`config.mk`:
```
export PLATFORM = sky130hd
export DESIGN_NAME = instruction_fetch_unit
export DESIGN_NICKNAME = d
export VERILOG_FILES = /design/src/rtl/instruction_fetch_unit.sv
export SDC_FILE = /design/constraint.sdc
export NUM_CORES = 1
export LEC_CHECK = 0
export CAP_MARGIN = 40
export CORE_MARGIN = 2
export CORE_UTILIZATION = 40
export DETAILED_ROUTE_END_ITERATION = 7
export GPL_ROUTABILITY_DRIVEN = 1
export PLACE_DENSITY_LB_ADDON = 0.1
export RECOVER_POWER = 100
export SETUP_SLACK_MARGIN = 0.5
export SLEW_MARGIN = 20
export SYNTH_ARGS = -nofsm -noshare
export SYNTH_HDL_FRONTEND = slang
export SYNTH_SLANG_ARGS = --single-unit
```
`constraint.sdc`:
```
create_clock -name clk -period 1.7 [get_ports clk]
set_clock_uncertainty 0.1 [all_clocks]
set_input_delay 0.34 -clock clk [delete_from_list [all_inputs] [get_ports clk]]
set_output_delay 0.34 -clock clk [all_outputs]
set_load 0.02 [all_outputs]
```
`src/rtl/instruction_fetch_unit.sv`:
```
// Fetch stage: samples the PC, issues one instruction-memory read at a time,
// and buffers {pc, instr} in a small FIFO for decode (valid/ready). A flush
// drops the buffer and any in-flight response.
//
// Ports:
//   clk, reset          clock and synchronous active-high reset
//   pc_in / pc_step     current PC in; one-cycle pulse when it was consumed
//   flush               discard all fetched-but-undecoded state
//   imem_req/addr       word read request, held until imem_rvalid
//   imem_rvalid/rdata   read response
//   if_valid/pc/instr   FIFO head presented to decode
//   id_ready            decode accepts the head entry
module instruction_fetch_unit #(
  parameter int unsigned ADDR_W     = 10,
  parameter int unsigned FIFO_DEPTH = 2
) (
  input  logic              clk,
  input  logic              reset,
  input  logic [31:0]       pc_in,
  output logic              pc_step,
  input  logic              flush,
  output logic              imem_req,
  output logic [ADDR_W-1:0] imem_addr,
  input  logic              imem_rvalid,
  input  logic [31:0]       imem_rdata,
  output logic              if_valid,
  output logic [31:0]       if_pc,
  output logic [31:0]       if_instr,
  input  logic              id_ready
);

  localparam int unsigned PTR_W = (FIFO_DEPTH > 1) ? $clog2(FIFO_DEPTH) : 1;
  localparam int unsigned CNT_W = $clog2(FIFO_DEPTH + 1);

  typedef enum logic [1:0] {
    S_IDLE  = 2'd0,
    S_WAIT  = 2'd1,
    S_DRAIN = 2'd2
  } state_e;

  state_e             state_q, state_d;
  logic               imem_req_q, imem_req_d;
  logic [ADDR_W-1:0]  imem_addr_q, imem_addr_d;
  logic [31:0]        req_pc_q, req_pc_d;
  logic               pc_step_q, pc_step_d;
  logic [PTR_W-1:0]   wr_ptr_q, wr_ptr_d;
  logic [PTR_W-1:0]   rd_ptr_q, rd_ptr_d;
  logic [CNT_W-1:0]   count_q, count_d;
  logic [31:0]        pc_mem_q    [FIFO_DEPTH];
  logic [31:0]        pc_mem_d    [FIFO_DEPTH];
  logic [31:0]        instr_mem_q [FIFO_DEPTH];
  logic [31:0]        instr_mem_d [FIFO_DEPTH];
  logic               push;
  logic               pop;

  // Head of the buffer is read straight out of the storage registers.
  assign if_valid  = (count_q != '0);
  assign if_pc     = pc_mem_q[rd_ptr_q];
  assign if_instr  = instr_mem_q[rd_ptr_q];
  assign imem_req  = imem_req_q;
  assign imem_addr = imem_addr_q;
  assign pc_step   = pc_step_q;

  assign pop = if_valid && id_ready && !flush;

  // Request FSM and FIFO next-state.
  always_comb begin
    state_d     = state_q;
    imem_req_d  = imem_req_q;
    imem_addr_d = imem_addr_q;
    req_pc_d    = req_pc_q;
    pc_step_d   = 1'b0;
    push        = 1'b0;
    wr_ptr_d    = wr_ptr_q;
    rd_ptr_d    = rd_ptr_q;
    count_d     = count_q;
    pc_mem_d    = pc_mem_q;
    instr_mem_d = instr_mem_q;

    case (state_q)
      S_IDLE: begin
        // Nothing is in flight here, so the buffer count alone bounds issue.
        if (!flush && (count_q < CNT_W'(FIFO_DEPTH))) begin
          imem_req_d  = 1'b1;
          imem_addr_d = pc_in[ADDR_W+1:2];
          req_pc_d    = pc_in;
          pc_step_d   = 1'b1;
          state_d     = S_WAIT;
        end else begin
          imem_req_d  = 1'b0;
        end
      end
      S_WAIT: begin
        if (imem_rvalid) begin
          imem_req_d = 1'b0;
          push       = !flush;
          state_d    = S_IDLE;
        end else if (flush) begin
          state_d    = S_DRAIN;
        end
      end
      S_DRAIN: begin
        // Response belongs to a squashed fetch; swallow it.
        if (imem_rvalid) begin
          imem_req_d = 1'b0;
          state_d    = S_IDLE;
        end
      end
      default: begin
        imem_req_d = 1'b0;
        state_d    = S_IDLE;
      end
    endcase

    if (flush) begin
      wr_ptr_d = '0;
      rd_ptr_d = '0;
      count_d  = '0;
    end else begin
      if (push) begin
        pc_mem_d[wr_ptr_q]    = req_pc_q;
        instr_mem_d[wr_ptr_q] = imem_rdata;
        wr_ptr_d              = wr_ptr_q + PTR_W'(1);
      end
      if (pop) begin
        rd_ptr_d = rd_ptr_q + PTR_W'(1);
      end
      case ({push, pop})
        2'b10:   count_d = count_q + CNT_W'(1);
        2'b01:   count_d = count_q - CNT_W'(1);
        default: count_d = count_q;
      endcase
    end
  end

  always_ff @(posedge clk) begin
    if (reset) begin
      state_q     <= S_IDLE;
      imem_req_q  <= 1'b0;
      imem_addr_q <= '0;
      req_pc_q    <= '0;
      pc_step_q   <= 1'b0;
      wr_ptr_q    <= '0;
      rd_ptr_q    <= '0;
      count_q     <= '0;
      for (int i = 0; i < FIFO_DEPTH; i++) begin
        pc_mem_q[i]    <= '0;
        instr_mem_q[i] <= '0;
      end
    end else begin
      state_q     <= state_d;
      imem_req_q  <= imem_req_d;
      imem_addr_q <= imem_addr_d;
      req_pc_q    <= req_pc_d;
      pc_step_q   <= pc_step_d;
      wr_ptr_q    <= wr_ptr_d;
      rd_ptr_q    <= rd_ptr_d;
      count_q     <= count_d;
      pc_mem_q    <= pc_mem_d;
      instr_mem_q <= instr_mem_d;
    end
  end

endmodule

```
==> run_results.csv, run 1 <==
group,metric,value,unit
routing,remaining_drc_errors,0,
final_layout,post-route-util,77.7,%
final_layout,diodes,0,
logic_synthesis,synth-seq-cells,168,
floorplanning,die_w,135,um
cts,cts-root-buf,"clkbuf_16",
setup_path,worstPathRequired,1260,ps
sta,finalCritPeriodShare,122,%
pwr,switchingPower,0.00231,W
routing,drt-total-wl,28.0,mm
final_layout,nNetsFinal,1089,
hold_path,hp-start,"reset",
pwr,pwr-share-clk,41.5,%
placed_design,place_congestion,0.731,
logic_synthesis,synth_most_common_cell,"nand2_1",
sta,maxSlewHeadroom,64.2,%
grt,grt.busiest_layer,"met2",
pwr,powerDensity,724,nW/um^2
hold_path,hold_path_class,"input port to register",
cts,ctsLongestPathBuffers,2,
grt,gr-usage-met3,5.18,%
placed_design,pre_cts_ws,-368,ps
logic_synthesis,synthDistinctLibCells,32,
sta,timing.fmax,484,MHz
sta,rsz0062_at_grt,"true",
floorplanning,core_area,16600,um^2
routing,drt_iter0_drc,443,
grt,grt_overflow_total,0,
pwr,leakagePower,5.18,nW
setup_path,timing.rr.start,"state_q[1]",
pwr,combPwrFrac,14.5,%
cts,clock_latency,430,ps
grt,use_met2,44.0,%
grt,grtUsageTotal,24.3,%
setup_path,r2r-end,"req_pc_q[18]",
final_layout,drive_gt1_share,60.8,%
grt,antenna_found_initial,0,
cts,cts-buffers-inserted,17,
setup_path,critPathArrivalTime,1630,ps
logic_synthesis,synth_top_cells_by_area,"dfxtp_1, nand2_1, mux2_2, a21oi_1, mux2i_1",
logic_synthesis,muxShareOfSynthArea,15.5,%
sta,worst_pin_slew,537,ps
pwr,power.share.switching,24.6,%
routing,routed_via_density,5.43,
setup_path,end_kind,"primary output",
sta,setup_viol,202,
cts,clk_pin_slew,60,ps
cts,htree_levels,4,
sta,worst_slack,-368,ps
pwr,p_int,0.00706,W
cts,cts_tree,"built",
setup_path,path_max_fanout,7,
floorplanning,die_height,135,um
logic_synthesis,synth_xor_area_share,0.513,%
placed_design,port_buffers,145,
floorplanning,ios,146,
outcome,violations,"negative setup slack",
setup_path,start_kind,"register",
final_layout,areaGrowthSynthToFinish,89.4,%
logic_synthesis,netlist_top_cells_count,"nand2_1, dfxtp_1, a21oi_1",
sta,setup_tns,-30100,ps
logic_synthesis,synth_edf_count,0,
sta,slew_viol_final,0,
logic_synthesis,synthAdderAreaFrac,0.732,%
routing,antenna_left,0,
floorplanning,start_util,41.1,%
logic_synthesis,syn_nets,867,
floorplanning,die-area,18100,um^2
pwr,seqPwrFrac,44.0,%
logic_synthesis,synth-compound-area-share,10.3,%
sta,layout_min_cycle_time,2070,ps
logic_synthesis,syn_inst,794,
flow_run,maxCapViolCount,0,
sta,finalHoldViolCount,0,
routing,dr.pass1.iters,5,
cts,postCtsHoldBufs,0,
setup_path,worst-setup-path-type,"register to primary output",
logic_synthesis,synth_top_cell_area_share,49.2,%
cts,numClockSinks,168,
logic_synthesis,synth_warnings,0,
logic_synthesis,yosys.area.top_type,"dfxtp_1",
logic_synthesis,synth_top_family_by_area,"simple AND/OR/NAND/NOR gates",
logic_synthesis,syn_avg_cell_area,8.61,um^2
floorplanning,rows,47,
grt,grt_use_met1,28.4,%
logic_synthesis,ys.flop_type,"dfxtp_1",
hold_path,whs_endpoint,"pc_step",
logic_synthesis,async_reset_ff_share,0,%
logic_synthesis,synthSimpleGateAreaFrac,17.8,%
logic_synthesis,yosysSeqAreaShare,49.2,%
setup_path,r2r_slack,-200,ps
setup_path,reg2reg_depth,9,
routing,wl_per_cell,22.4,um
placed_design,hpwl,11.5,mm
logic_synthesis,syn_area,6830,um^2
pwr,ir_drop,622,uV
grt,grt_max_degree,63,
outcome,status,"finished with violations",
routing,num_vias,6769,
grt,grt_pass1_wl,33.6,mm
hold_path,hold_depth,2,
grt,grt_pass1_vias,6384,
==> per-stage QoR <==
step | hold slack (ps) | cell area [um^2] | cells | total power [W]
2_1_floorplan | 336 | 7310 | 794 | 0.00465
4_1_cts | 229 | 10800 | 1207 | 0.00909
6_report | 276 | 12900 | 1246 | 0.00937
3_3_place_gp | 341 | 8840 | 1116 | 0.00497
3_5_place_dp | 346 | 8840 | 1116 | 0.00499
5_1_grt | 290 | 12900 | 1246 | 0.00960
==> registers in the layout, indices dropped and copies added (netlist names) <==
register,count
pc_mem_q,64
instr_mem_q,64
wr_ptr_q,1
rd_ptr_q,1
count_q,2
state_q,2
req_pc_q,23
pc_step,1
imem_addr,9
imem_req,1
==> kinds of logic (layout without fill, tap and decap cells) <==
kind of cell | count (synthesis) | in the layout
and+or+nand+nor | 308 | 308
DFF | 168 | 168
AOI/OAI and AO/OA | 137 | 137
muxes | 98 | 98
buffers and inverters | 75 | 307
adders and majority gates | 4 | 4
xor gates and xnor gates | 4 | 4
==> worst max-delay path, cell delays in order (launching register included) <==
cell and delay, ps:
dfxtp_4 430, buf_4 160, buf_12 130, mux2_4 310, buf_2 160
==> cell usage in the layout (no fill, tap or decap), types with 4 or more instances in the layout <==
cell	netlist	layout
dfxtp_1	168	164
nand2_4	0	129
a21oi_2	0	125
buf_6	4	96
nand2_1	257	83
clkdlybuf4s50_1	0	66
mux2_4	0	64
nand2_2	0	45
nor2_1	35	35
clkbuf_16	0	34
mux2i_1	34	32
buf_4	12	31
buf_16	0	26
buf_12	0	22
buf_2	36	7
buf_8	0	6
a21oi_1	130	4
==> worst max-delay path by stage <==
stage                from               to  slack (ps)  cells after the start
3_5_place_dp        flush  instr_mem_q[19]        -370                      6
2_1_floorplan  state_q[1]       count_q[1]          50                      8
6_report         rd_ptr_q      if_instr[1]        -370                      4
5_1_grt          rd_ptr_q      if_instr[1]        -390                      4
3_3_place_gp        flush     req_pc_q[11]        -320                      6
4_1_cts          rd_ptr_q         if_pc[2]        -380                      4
==> area by class of cell <==
cell class	instances	area [um^2]
clock buffer	20	447
clock inverter	9	126
fill	974	3700
inverter	4	20.0
multi-input combinational	551	4990
sequential	168	3380
tap	220	275
timing repair buffer	274	3700
==> power groups by stage <==
stage,logic [W],registers (W),clock network [W]
after floorplan,0.000474,0.00417,0
after global placement,0.000790,0.00418,0
after detailed placement,0.000808,0.00419,0
after CTS,0.00111,0.00410,0.00388
after global routing,0.00141,0.00413,0.00406
final,0.00135,0.00412,0.00389
==> repair_timing <==
item / CTS / global route
setup buffers: 36 / 20
pin swaps: 45 / 179
hold endpoints to repair: 0 / 0
gates cloned: 26 / 19
resized for setup: 517 / 480
endpoints found under the setup margin: 244 / 244
==> per-layer routing <==
metal / routed length [um] / vias up
li1: - / 3075
met1: 10800 / 3401
met2: 15000 / 224
met3: 1260 / 69
met4: 908 / 0
met5: 0 / -
Power figures use the tool's default switching activity.
==> inputs of run 2 (changes only) <==
Settings changed: MAX_ROUTING_LAYER set to met4.
==> run_results.csv, run 2 (synthesis gave the netlist of run 1 again) <==
group,metric,value,unit
placed_design,place_congestion,0.740,
setup_path,startpoint,"rd_ptr_q",
pwr,p_int,0.00707,W
placed_design,port_buffers,145,
setup_path,start_kind,"register",
final_layout,layout_common_cells,"dfxtp_1, nand2_4, a21oi_2",
sta,finalHoldViolCount,0,
sta,finalCritPeriodShare,121,%
routing,wl_per_cell,22.0,um
pwr,powerDensity,724,nW/um^2
grt,antenna_found_initial,0,
hold_path,hp-start,"reset",
routing,antenna_left,0,
cts,cts-root-buf,"clkbuf_16",
routing,routed.top_layer,"met4",
grt,grtUsageTotal,25.0,%
cts,clock_latency,420,ps
pwr,seqPwrFrac,44.0,%
routing,wl_met3,1.39,mm
routing,remaining_drc_errors,0,
flow_run,maxCapViolCount,0,
cts,cts-buffers-inserted,17,
outcome,status,"finished with violations",
sta,layout_min_cycle_time,2060,ps
sta,timing.fmax,486,MHz
hold_path,hold_depth,2,
setup_path,end_kind,"primary output",
placed_design,pre_cts_ws,-368,ps
sta,slew_viol_final,0,
final_layout,top_regs,"instr_mem_q x64, pc_mem_q x64, req_pc_q x23",
final_layout,drive_gt1_share,61.0,%
placed_design,hpwl,11.5,mm
routing,num_vias,6744,
pwr,fin_total_pwr,0.00937,W
final_layout,fillers,968,
sta,worst_slack,-359,ps
final_layout,fin_cells,1243,
routing,routed_via_density,5.43,
floorplanning,die-area,18100,um^2
final_layout,final_common_cell,"dfxtp_1",
final_layout,diodes,0,
final_layout,nNetsFinal,1086,
cts,htree_levels,4,
setup_path,path_max_fanout,7,
sta,rsz0062_at_grt,"true",
grt,grt_pass1_wl,33.5,mm
pwr,power.share.switching,24.5,%
routing,drt-total-wl,27.3,mm
cts,cts_tree,"built",
floorplanning,die_height,135,um
cts,ctsLongestPathBuffers,2,
cts,clk_pin_slew,60,ps
cts,numClockSinks,168,
hold_path,whs_endpoint,"pc_step",
sta,worst_pin_slew,529,ps
sta,setup_viol,181,
grt,grt_overflow_total,0,
placed_design,placed_area,8840,um^2
routing,dr.pass1.iters,4,
routing,drt_iter0_drc,402,
setup_path,worst-setup-path-type,"register to primary output",
sta,maxSlewHeadroom,64.7,%
routing,route.layer.met1.wl,10.4,mm
setup_path,critPathArrivalTime,1620,ps
final_layout,areaGrowthSynthToFinish,89.6,%
floorplanning,ios,146,
pwr,ir_drop,659,uV
setup_path,reg2reg_depth,9,
grt,grt_max_degree,63,
final_layout,post-route-cell-area,13000,um^2
routing,wl_met2,14.5,mm
floorplanning,core_area,16600,um^2
floorplanning,start_util,41.1,%
setup_path,timing.rr.start,"state_q[1]",
floorplanning,die_w,135,um
cts,postCtsHoldBufs,0,
pwr,combPwrFrac,14.6,%
placed_design,dp.cells,1116,
pwr,leakagePower,5.16,nW
setup_path,worstPathRequired,1260,ps
hold_path,hold_path_class,"input port to register",
grt,grt_pass1_vias,6399,
pwr,switchingPower,0.00230,W
setup_path,r2r_slack,-120,ps
final_layout,post-route-util,77.8,%
floorplanning,rows,47,
pwr,pwr-share-clk,41.4,%
outcome,violations,"negative setup slack",
setup_path,r2r-end,"req_pc_q[21]",
## run 2: changes by cell type in the layout (fill, tap and decap cells not counted), sizes merged
| cell | delta |
|---|---|
| buf | -6 |
| clkbuf | -1 |
| clkdlybuf4s15 | +4 |
## run 2: worst max-delay path by stage
stage | end | slack (ps)
finish | if_instr[7] | -360
global route | if_instr[20] | -390
CTS | if_pc[2] | -380
detailed placement | instr_mem_q[19] | -370
global placement | req_pc_q[11] | -320
floorplan | count_q[1] | 50
## run 2: what timing repair did
action	CTS	global route
hold endpoints to repair	0	0
pin swaps	45	178
gates resized for setup	517	461
cloned	26	18
endpoints found under the setup margin	244	244
buffers inserted	36	18
## run 2: cell type report
type,instances,area [um^2],share of cell area [%]
multi-input combinational,551,4980,38.4
inverter,4,20.0,0.155
clock inverter,9,126,0.976
sequential,168,3390,26.2
tap,220,275,2.13
clock buffer,20,447,3.45
timing repair buffer,271,3710,28.7
## run 2: critical path, stage by stage, from the launching register on
cell,delay (ps)
dfxtp_4,430
buf_8,150
clkbuf_16,150
mux2_4,310
buf_6,130
## run 2: through the flow
step	TNS, ps	hold slack (ps)
final	-25350	274
after global routing	-34290	285
after CTS	-21630	229
after detailed placement	-65240	346
after global placement	-61330	341
after floorplan	0	336
## run 2: power groups by stage
| stage | Combinational [W] | Sequential (W) | Clock [W] |
|---|---|---|---|
| 2_1_floorplan | 0.000474 | 0.00417 | 0 |
| 3_3_place_gp | 0.000790 | 0.00418 | 0 |
| 3_5_place_dp | 0.000808 | 0.00419 | 0 |
| 4_1_cts | 0.00111 | 0.00410 | 0.00388 |
| 5_1_grt | 0.00142 | 0.00413 | 0.00406 |
| 6_report | 0.00137 | 0.00412 | 0.00388 |
## run 2: routing by layer
metal / vias up / global-route usage [%]
li1: 3071 / -
met1: 3369 / 28.6
met2: 228 / 44.0
met3: 76 / 4.77
met4: 0 / 7.89
met5: - / -
